**src/rtl/mm_verify_tx_sched.sv**
```systemverilog
// MAC Merge verify sequencer and transmit-path arbiter.
// Runs the verify/respond handshake that gates preemptable traffic. It also
// hands the single MAC transmit path to one of four sources at a time.
module mm_verify_tx_sched #(
  parameter int VERIFY_TIME_CYC = 1000,
  parameter int VERIFY_LIMIT    = 3,
  parameter int TMR_W           = 16
) (
  input  logic       clk,
  input  logic       reset_n,
  input  logic       link_fail,
  input  logic       p_enable,
  input  logic       disable_verify,
  input  logic       express_req,
  input  logic       pmac_req,
  input  logic       tx_done,
  input  logic       rcv_v,
  input  logic       rcv_r,
  output logic       grant_e,
  output logic       grant_r,
  output logic       grant_v,
  output logic       grant_p,
  output logic [2:0] verify_state,
  output logic       verified,
  output logic       verify_fail,
  output logic [1:0] verify_cnt,
  output logic       preempt_en
);

  typedef enum logic [2:0] {
    ST_INIT        = 3'd0,
    ST_IDLE        = 3'd1,
    ST_SEND_VERIFY = 3'd2,
    ST_WAIT_RESP   = 3'd3,
    ST_VERIFIED    = 3'd4,
    ST_FAIL        = 3'd5
  } state_t;

  typedef enum logic [2:0] {
    OWN_NONE = 3'd0,
    OWN_E    = 3'd1,
    OWN_R    = 3'd2,
    OWN_V    = 3'd3,
    OWN_P    = 3'd4
  } owner_t;

  localparam logic [TMR_W-1:0] TMR_LOAD = TMR_W'(VERIFY_TIME_CYC - 1);
  localparam logic [1:0]       LIMIT    = 2'(VERIFY_LIMIT);

  state_t           state_q, state_d;
  owner_t           owner_q, owner_d;
  logic [1:0]       cnt_q, cnt_d;
  logic [TMR_W-1:0] timer_q, timer_d;
  logic             resp_pend_q, resp_pend_d;

  logic abort;
  logic send_v_pend;
  logic timer_done;

  // Any of these conditions restarts verification from scratch.
  assign abort       = link_fail | disable_verify | ~p_enable;
  // A verify request is withdrawn as soon as an abort is seen so that no
  // stray verify mPacket is started while the FSM heads back to INIT.
  assign send_v_pend = (state_q == ST_SEND_VERIFY) & ~abort;
  assign timer_done  = (timer_q == '0);

  assign verified     = (state_q == ST_VERIFIED);
  assign verify_fail  = (state_q == ST_FAIL);
  assign verify_state = state_q;
  assign verify_cnt   = cnt_q;
  assign preempt_en   = p_enable & (verified | disable_verify) & ~link_fail;

  assign grant_e = (owner_q == OWN_E);
  assign grant_r = (owner_q == OWN_R);
  assign grant_v = (owner_q == OWN_V);
  assign grant_p = (owner_q == OWN_P);

  // State, owner, counters and respond flag registers.
  always_ff @(posedge clk or negedge reset_n) begin
    if (!reset_n) begin
      state_q     <= ST_INIT;
      owner_q     <= OWN_NONE;
      cnt_q       <= '0;
      timer_q     <= '0;
      resp_pend_q <= 1'b0;
    end else begin
      state_q     <= state_d;
      owner_q     <= owner_d;
      cnt_q       <= cnt_d;
      timer_q     <= timer_d;
      resp_pend_q <= resp_pend_d;
    end
  end

  // Verify FSM: next state, attempt counter and response timer.
  always_comb begin
    state_d = state_q;
    cnt_d   = cnt_q;
    timer_d = timer_q;
    if (abort) begin
      state_d = ST_INIT;
      cnt_d   = '0;
      timer_d = '0;
    end else begin
      case (state_q)
        ST_INIT: state_d = ST_IDLE;
        ST_IDLE: state_d = ST_SEND_VERIFY;
        ST_SEND_VERIFY: begin
          if (tx_done && (owner_q == OWN_V)) begin
            state_d = ST_WAIT_RESP;
            timer_d = TMR_LOAD;
            cnt_d   = (cnt_q == 2'd3) ? cnt_q : cnt_q + 2'd1;
          end
        end
        ST_WAIT_RESP: begin
          if (rcv_r) begin
            state_d = ST_VERIFIED;
          end else if (timer_done) begin
            state_d = (cnt_q < LIMIT) ? ST_IDLE : ST_FAIL;
          end else begin
            timer_d = timer_q - 1'b1;
          end
        end
        ST_VERIFIED: state_d = ST_VERIFIED;
        ST_FAIL:     state_d = ST_FAIL;
        default:     state_d = ST_INIT;
      endcase
    end
  end

  // Single-entry respond queue; a new rcv_v beats a simultaneous release.
  always_comb begin
    resp_pend_d = resp_pend_q;
    if (link_fail || !p_enable) begin
      resp_pend_d = 1'b0;
    end else if (rcv_v) begin
      resp_pend_d = 1'b1;
    end else if (tx_done && (owner_q == OWN_R)) begin
      resp_pend_d = 1'b0;
    end
  end

  // Fixed-priority arbiter; owner held until tx_done, then one idle cycle.
  always_comb begin
    owner_d = owner_q;
    if (link_fail) begin
      owner_d = OWN_NONE;
    end else if (owner_q != OWN_NONE) begin
      if (tx_done) owner_d = OWN_NONE;
    end else if (express_req) begin
      owner_d = OWN_E;
    end else if (resp_pend_q) begin
      owner_d = OWN_R;
    end else if (send_v_pend) begin
      owner_d = OWN_V;
    end else if (pmac_req && preempt_en) begin
      owner_d = OWN_P;
    end
  end

endmodule

```
**config.mk**
```make
export PLATFORM = sky130hd
export DESIGN_NAME = mm_verify_tx_sched
export DESIGN_NICKNAME = d
export VERILOG_FILES = /design/src/rtl/mm_verify_tx_sched.sv
export SDC_FILE = /design/constraint.sdc
export NUM_CORES = 1
export LEC_CHECK = 0
export ABC_CLOCK_PERIOD_IN_PS = 2360
export CAP_MARGIN = 20
export CORE_UTILIZATION = 49
export CTS_CLUSTER_DIAMETER = 120
export DETAILED_ROUTE_END_ITERATION = 10
export GPL_TIMING_DRIVEN = 0
export MAX_ROUTING_LAYER = met4
export PLACE_DENSITY = 0.76
export SLEW_MARGIN = 5
export SYNTH_ARGS = -nofsm -noshare
export SYNTH_HDL_FRONTEND = slang
export SYNTH_SLANG_ARGS = --single-unit
```
**constraint.sdc**
```tcl
create_clock -name clk -period 2.36 [get_ports clk]
set_input_delay 0.236 -clock clk [delete_from_list [all_inputs] [get_ports clk]]
set_output_delay 0.236 -clock clk [all_outputs]
set_load 0.03 [all_outputs]
```
# Word level (Yosys, flattened, before mapping)
# Index checks and enable logic that the tools add are counted.
dict set report totals {
  rom_bits 0
  mem_count 0
  input_bits 10
  ramBits 0
  ff_bits 25
  latchBits 0
  out_inout_bits 12
}
dict set report op_classes {
  shift 0
  reduce_logical 17
  div 0
  multipliers 0
  n_bitwise 9
  add_sub_neg 2
  mux 25
  order_cmp 1
  eq_ne 16
}
# op count
set op_table {}
lappend op_table {{$mux 16} 4}
lappend op_table {{$mux 3} 12}
lappend op_table {{$pmux 16 s2} 1}
lappend op_table {{$pmux 3 s6} 1}
lappend op_table {{$logic_not 16->1} 1}
lappend op_table {{$sub 16x1->16 const B} 1}
lappend op_table {{$eq 3x2->1 const B} 4}
lappend op_table {{$eq 3x3->1 const B} 3}
lappend op_table {{$ne 3x3->1 const B} 3}
lappend op_table {{$reduce_bool 3->1} 3}
lappend op_table {{$mux 2} 4}
lappend op_table {{$eq 3x1->1 const B} 2}
lappend op_table {{$reduce_bool 6->1} 1}
lappend op_table {{$ne 4x4->1 const B} 1}
lappend op_table {{$reduce_and 2->1} 2}
lappend op_table {{$reduce_and 4->1} 1}
lappend op_table {{$reduce_bool 2->1} 2}
lappend op_table {{$and 1x1->1} 3}
lappend op_table {{$logic_and 1x1->1} 3}
lappend op_table {{$logic_not 3->1} 1}
lappend op_table {{$mux 1} 3}
lappend op_table {{$ne 3x2->1 const B} 1}
lappend op_table {{$not 1->1} 3}
lappend op_table {{$or 1x1->1} 3}
lappend op_table {{other kinds (7)} 7}

# Longest topological paths before layout
# Gate-level depths: netlist of run 1.
dict set report logic_depth {
  word_depth 11
  depth_mapped 9
  depth_no_buf 7
}

# Least setup slack after synthesis of run 1
# OpenSTA, ideal clock, no wires.
dict set report synth_timing {
  kind {register to register}
  start {register state_q[0] (netlist: verify_state[0])}
  end {register timer_q[15]}
  path_stages_with_launch 8
  arrival_time_ns 2.123
  n_path_buf 3
  required_time_ns 2.256
  path_slack_ns 0.133
  cell_sequence {dfrtp_1 buf_2 or3b_2 o211a_1 buf_2 a21o_2 buf_2 o41ai_2}
}
dict set report synth_via {
  elab_chain_len 3
  elab_cells_between_ends 9
}
# item line_no
set synth_lines {}
lappend synth_lines {{start: declaration} 50} ;# state_t state_q, state_d;
lappend synth_lines {{start signal: assignment} 87} ;# state_q <= state_d;
lappend synth_lines {{$eq 3x2->1} 105} ;# case (state_q)
lappend synth_lines {{$ne 3x3->1 (no line) (tied with other cells)} --}
lappend synth_lines {{$reduce_and 4->1 (no line) / $mux 16 (equally long branches)} --}
lappend synth_lines {{end signal: assignment} 90} ;# timer_q <= timer_d;
lappend synth_lines {{end: declaration} 53} ;# logic [TMR_W-1:0] timer_q, timer_d;
# Several ways; a longest one is shown, not always the timed one.
# A chain may end at the register's enable or synchronous reset.

# Worst setup path after layout of run 1
dict set report layout_timing {
  start {register timer_q[0]}
  end {register timer_q[12]}
}
dict set report layout_via {
  elab_chain_len 5
  elab_cells_between_ends 8
}
# item line_no
set layout_lines {}
lappend layout_lines {{$sub 16x1->16} 121} ;# timer_d = timer_q - 1'b1;
lappend layout_lines {{$mux 16} 118} ;# end else if (timer_done) begin
lappend layout_lines {{$mux 16} 116} ;# if (rcv_r) begin
lappend layout_lines {{$pmux 16 s2} 105}
lappend layout_lines {{$mux 16} 100} ;# if (abort) begin
# Several ways; a longest one is shown, not always the timed one. The select of a mux whose other input is x is not followed.

==> impl_metrics.prom, run 1 <==
# TYPE chip_impl_metric gauge
chip_impl_metric{name="yosys_register_bits",unit=""} 25
chip_impl_metric{name="dr.pass1.iters",unit=""} 4
chip_impl_metric{name="global_route.overflow_total",unit=""} 0
chip_impl_info{name="top_usage_layer",value="met2"} 1
chip_impl_metric{name="drive_above_1_share",unit="%"} 15.6
chip_impl_metric{name="global_route_wire_length_before_repair",unit="um"} 6180
chip_impl_metric{name="achievable-frequency",unit="GHz"} 0.420
chip_impl_metric{name="worst_ir_drop_vdd",unit="V"} 0.000301
chip_impl_metric{name="grt_pass1_vias",unit=""} 1386
chip_impl_metric{name="clk_path_buf_depth",unit=""} 2
chip_impl_info{name="synth_ff_type",value="dfrtp_1"} 1
chip_impl_metric{name="total_power",unit="uW"} 835
chip_impl_metric{name="die_area",unit="um^2"} 3400
chip_impl_metric{name="post_drt_via_cell_ratio",unit=""} 5.77
chip_impl_metric{name="numCtsBuffers",unit=""} 3
chip_impl_metric{name="maxCapViolCount",unit=""} 0
chip_impl_metric{name="cp_data_required_time",unit="ns"} 2.60
chip_impl_metric{name="antenna_cells",unit=""} 0
chip_impl_info{name="critPathCapture",value="timer_q[12]"} 1
chip_impl_metric{name="ys_async_rst_share",unit="%"} 100
chip_impl_metric{name="initial_core_util",unit="%"} 51.2
chip_impl_metric{name="clock_sinks",unit=""} 25
chip_impl_metric{name="totalNegativeSetupSlack",unit="ns"} -0.0185
chip_impl_info{name="critPathKind",value="flip-flop to flip-flop"} 1
chip_impl_metric{name="cellLeakagePower",unit="uW"} 0.000839
chip_impl_metric{name="clkSlewWorstSetupHoldPaths",unit="ns"} 0.15
chip_impl_info{name="crit_path_end_kind",value="flip-flop"} 1
chip_impl_metric{name="via_count",unit=""} 1472
chip_impl_metric{name="synth_enable_flop_cells",unit=""} 0
chip_impl_metric{name="globalRouteMet1Util",unit="%"} 29.3
chip_impl_metric{name="nets_final",unit=""} 224
chip_impl_metric{name="clock_skew",unit="ns"} 0.00586
chip_impl_info{name="worstSetupStartpointType",value="flip-flop"} 1
chip_impl_metric{name="syn_area",unit="um^2"} 1550
chip_impl_metric{name="design.portCount",unit=""} 22
chip_impl_metric{name="reg2reg_depth",unit=""} 7
chip_impl_metric{name="yosys_warnings",unit=""} 0
chip_impl_metric{name="globalRouteTotalUtil",unit="%"} 24.4
chip_impl_info{name="run_status",value="finished with violations"} 1
chip_impl_metric{name="r2r_setup_slack",unit="ns"} -0.02
chip_impl_metric{name="synth_nets",unit=""} 192
chip_impl_metric{name="fin_cells",unit=""} 255
chip_impl_metric{name="area_growth_syn_to_layout",unit="%"} 25.5
chip_impl_metric{name="slew_violations",unit=""} 0
chip_impl_metric{name="core_area",unit="um^2"} 3030
chip_impl_metric{name="power.density_cell_area",unit="nW/um^2"} 429
chip_impl_info{name="crit-reg2reg-launch",value="timer_q[0]"} 1
chip_impl_metric{name="floorplan.die.width",unit="um"} 58.3
chip_impl_info{name="cts_tree",value="built"} 1
chip_impl_info{name="crit_start",value="timer_q[0]"} 1
chip_impl_metric{name="finalWeightedCongestion",unit=""} 0.869
chip_impl_metric{name="holdBufCountCts",unit=""} 0
chip_impl_metric{name="met2_usage",unit="%"} 42.2
chip_impl_metric{name="antenna_violating_nets_post_route",unit=""} 0
chip_impl_metric{name="die-height",unit="um"} 58.3
chip_impl_metric{name="synth_cell_types",unit=""} 43
chip_impl_info{name="grt_setup_unrepaired",value="yes"} 1
chip_impl_metric{name="port_buf_inserts",unit=""} 21
chip_impl_metric{name="detail_route.wirelength",unit="um"} 3720
chip_impl_metric{name="fraction_of_the_cycle_the_final_worst_path_needs",unit="%"} 101
chip_impl_metric{name="setup_violations",unit=""} 1
chip_impl_metric{name="cts_htree_levels",unit=""} 1
chip_impl_info{name="r2r-end",value="timer_q[12]"} 1
chip_impl_metric{name="drt_first_iter_violations",unit=""} 87
chip_impl_metric{name="timing.final.hold_violations",unit=""} 0
chip_impl_metric{name="clk-insertion-delay-late",unit="ns"} 0.33
chip_impl_metric{name="synth_cells",unit=""} 180
chip_impl_metric{name="globalRouteMet3Util",unit="%"} 2.68
chip_impl_metric{name="grt_max_degree",unit=""} 16
chip_impl_info{name="hp-class",value="input pin to async pin"} 1
chip_impl_metric{name="avgRoutedWirePerCell",unit="um"} 14.6
chip_impl_metric{name="max_slew_margin",unit="%"} 50.8
chip_impl_info{name="clock-root-buffer",value="clkbuf_4"} 1
chip_impl_metric{name="avg_inst_size_synth",unit="um^2"} 8.62
chip_impl_metric{name="number_of_antenna_violations_at_the_first_check_in_global_routing",unit=""} 0
chip_impl_metric{name="period_minus_slack",unit="ns"} 2.38
chip_impl_metric{name="layout_setup_ws",unit="ns"} -0.0185
chip_impl_metric{name="synth_seq_area_share",unit="%"} 40.3
chip_impl_metric{name="number_of_cells_after_detailed_placement",unit=""} 246
chip_impl_metric{name="worst_pin_slew",unit="ns"} 0.736
chip_impl_metric{name="std_cell_rows",unit=""} 20
chip_impl_info{name="failed_checks",value="setup timing"} 1
chip_impl_metric{name="detail_route.drc_violations",unit=""} 0
chip_impl_metric{name="place.detailed.hpwl",unit="um"} 2720
chip_impl_metric{name="worst_ep_arrival_time",unit="ns"} 2.62
chip_impl_metric{name="worst-path-max-fanout",unit=""} 6
chip_impl_metric{name="hold_ws",unit="ns"} 0.262
-- through the flow --
stage                     setup slack [ns]  util (%)  area [um^2]
after floorplan                      0.133         -         1550
after global placement              -0.210      60.0         1820
after detailed placement            -0.278      60.5         1830
after CTS                          -0.0130      63.6         1920
after global routing                -0.148      64.3         1950
final                              -0.0185      64.3         1950
-- cells in the mapped netlist, types with 2 or more instances --
master,count,area share (%)
nor4_1,7,2.8
nor3b_1,4,1.9
inv_1,5,1.2
dfrtp_1,25,40
or4_1,3,1.5
nand3_1,2,0.65
or3_1,3,1.2
a21oi_1,15,4.8
ha_1,2,1.6
a31oi_1,3,1.2
o31ai_1,4,1.9
xor2_1,2,1.1
nand2b_1,4,1.6
nor2_1,25,6.0
nand2_1,13,3.1
nor3_1,3,0.97
buf_2,7,2.3
o21ai_0,17,5.5
clkbuf_1,5,1.2
and3b_1,2,1.1
o22a_1,6,3.4
or4b_1,2,1.3
-- flip-flops by register name, indices dropped and copies added (netlist names) --
signal	flops
owner_q	3
timer_q	16
verify_cnt	2
resp_pend_q	1
verify_state	3
-- layout by cell type (no fill, tap or decap), types with 2 or more instances in the layout --
cell type / Yosys / final
clkbuf_1: 5 / 5
or4_1: 3 / 3
nand2b_1: 4 / 4
o22a_1: 6 / 6
a21oi_1: 15 / 14
nand2_1: 13 / 13
a31oi_1: 3 / 3
nor3b_1: 4 / 4
xor2_1: 2 / 2
or4b_4: 0 / 2
buf_2: 7 / 4
or3_1: 3 / 3
inv_2: 0 / 2
nor3_1: 3 / 3
inv_1: 5 / 3
dfrtp_1: 25 / 25
and3b_1: 2 / 2
clkdlybuf4s50_1: 0 / 20
nor2_1: 25 / 25
buf_4: 0 / 6
nand3_1: 2 / 2
o21ai_0: 17 / 16
nor4_1: 7 / 6
o31ai_1: 4 / 4
clkbuf_4: 0 / 4
-- area by class of cell --
class	instances	area (um^2)
plain buffers	12	61.3
clock buffers	3	22.5
clock inverters	1	7.51
fillers	259	1080
inverters	5	18.8
multi-input cells	137	883
flip-flops and latches	25	626
well taps	44	55.1
repair buffers	28	273
-- power by group --
group | leakage [uW] | internal (uW) | total, uW | switching, uW
sequential | 0.000341 | 441 | 454 | 12.6
clock | 0.0000139 | 64.9 | 206 | 141
combinational | 0.000484 | 83.2 | 176 | 92.7
total | 0.000839 | 589 | 835 | 246
-- critical path, stage by stage (launching register included) --
cell and delay (ns):
dfrtp_1 0.42, inv_2 0.09, ha_4 0.15, or4b_4 0.46, buf_6 0.15, nor4_4 0.28, or4b_4 0.53, o31ai_2 0.21
-- kinds of logic after synthesis --
| group | synth area share, % |
|---|---|
| multiplexers | 0.645 |
| buffers and inverters | 4.92 |
| flip-flops | 40.3 |
| adder cells (fa/ha/maj) | 1.61 |
| AND/OR/NAND/NOR | 28.0 |
| XOR/XNOR | 1.13 |
| AO/OA/AOI/OAI | 23.4 |
-- worst min-delay path by stage --
| stage | from | endpoint | slack [ns] | cells after the start |
|---|---|---|---|---|
| 2_1_floorplan | reset_n | owner_q[0] | -0.06 | 0 |
| 3_3_place_gp | timer_q[15] | timer_q[15] | 0.50 | 1 |
| 3_5_place_dp | timer_q[15] | timer_q[15] | 0.52 | 1 |
| 4_1_cts | reset_n | timer_q[1] | 0.27 | 1 |
| 5_1_grt | reset_n | timer_q[1] | 0.30 | 1 |
| 6_report | reset_n | timer_q[1] | 0.26 | 1 |
-- routing by layer --
metal / vias up / share of wire (%)
met3: 4 / 4.0
met4: 0 / 0.86
met2: 34 / 52
met1: 704 / 43
li1: 730 / -
met5: - / 0
-- timing repair --
item,4_1_cts,5_1_grt
gates cloned,0,0
buffers inserted,4,2
setup endpoints to repair,6,16
pin swaps,2,1
gates resized for setup,9,5
Power figures use the tool's default switching activity.
==> run 2: changes to the inputs <==
SLEW_MARGIN = not set   (was 5)
==> results of run 2 <==
Same layout as run 1: the final DEF is identical, and so are final timing and power.
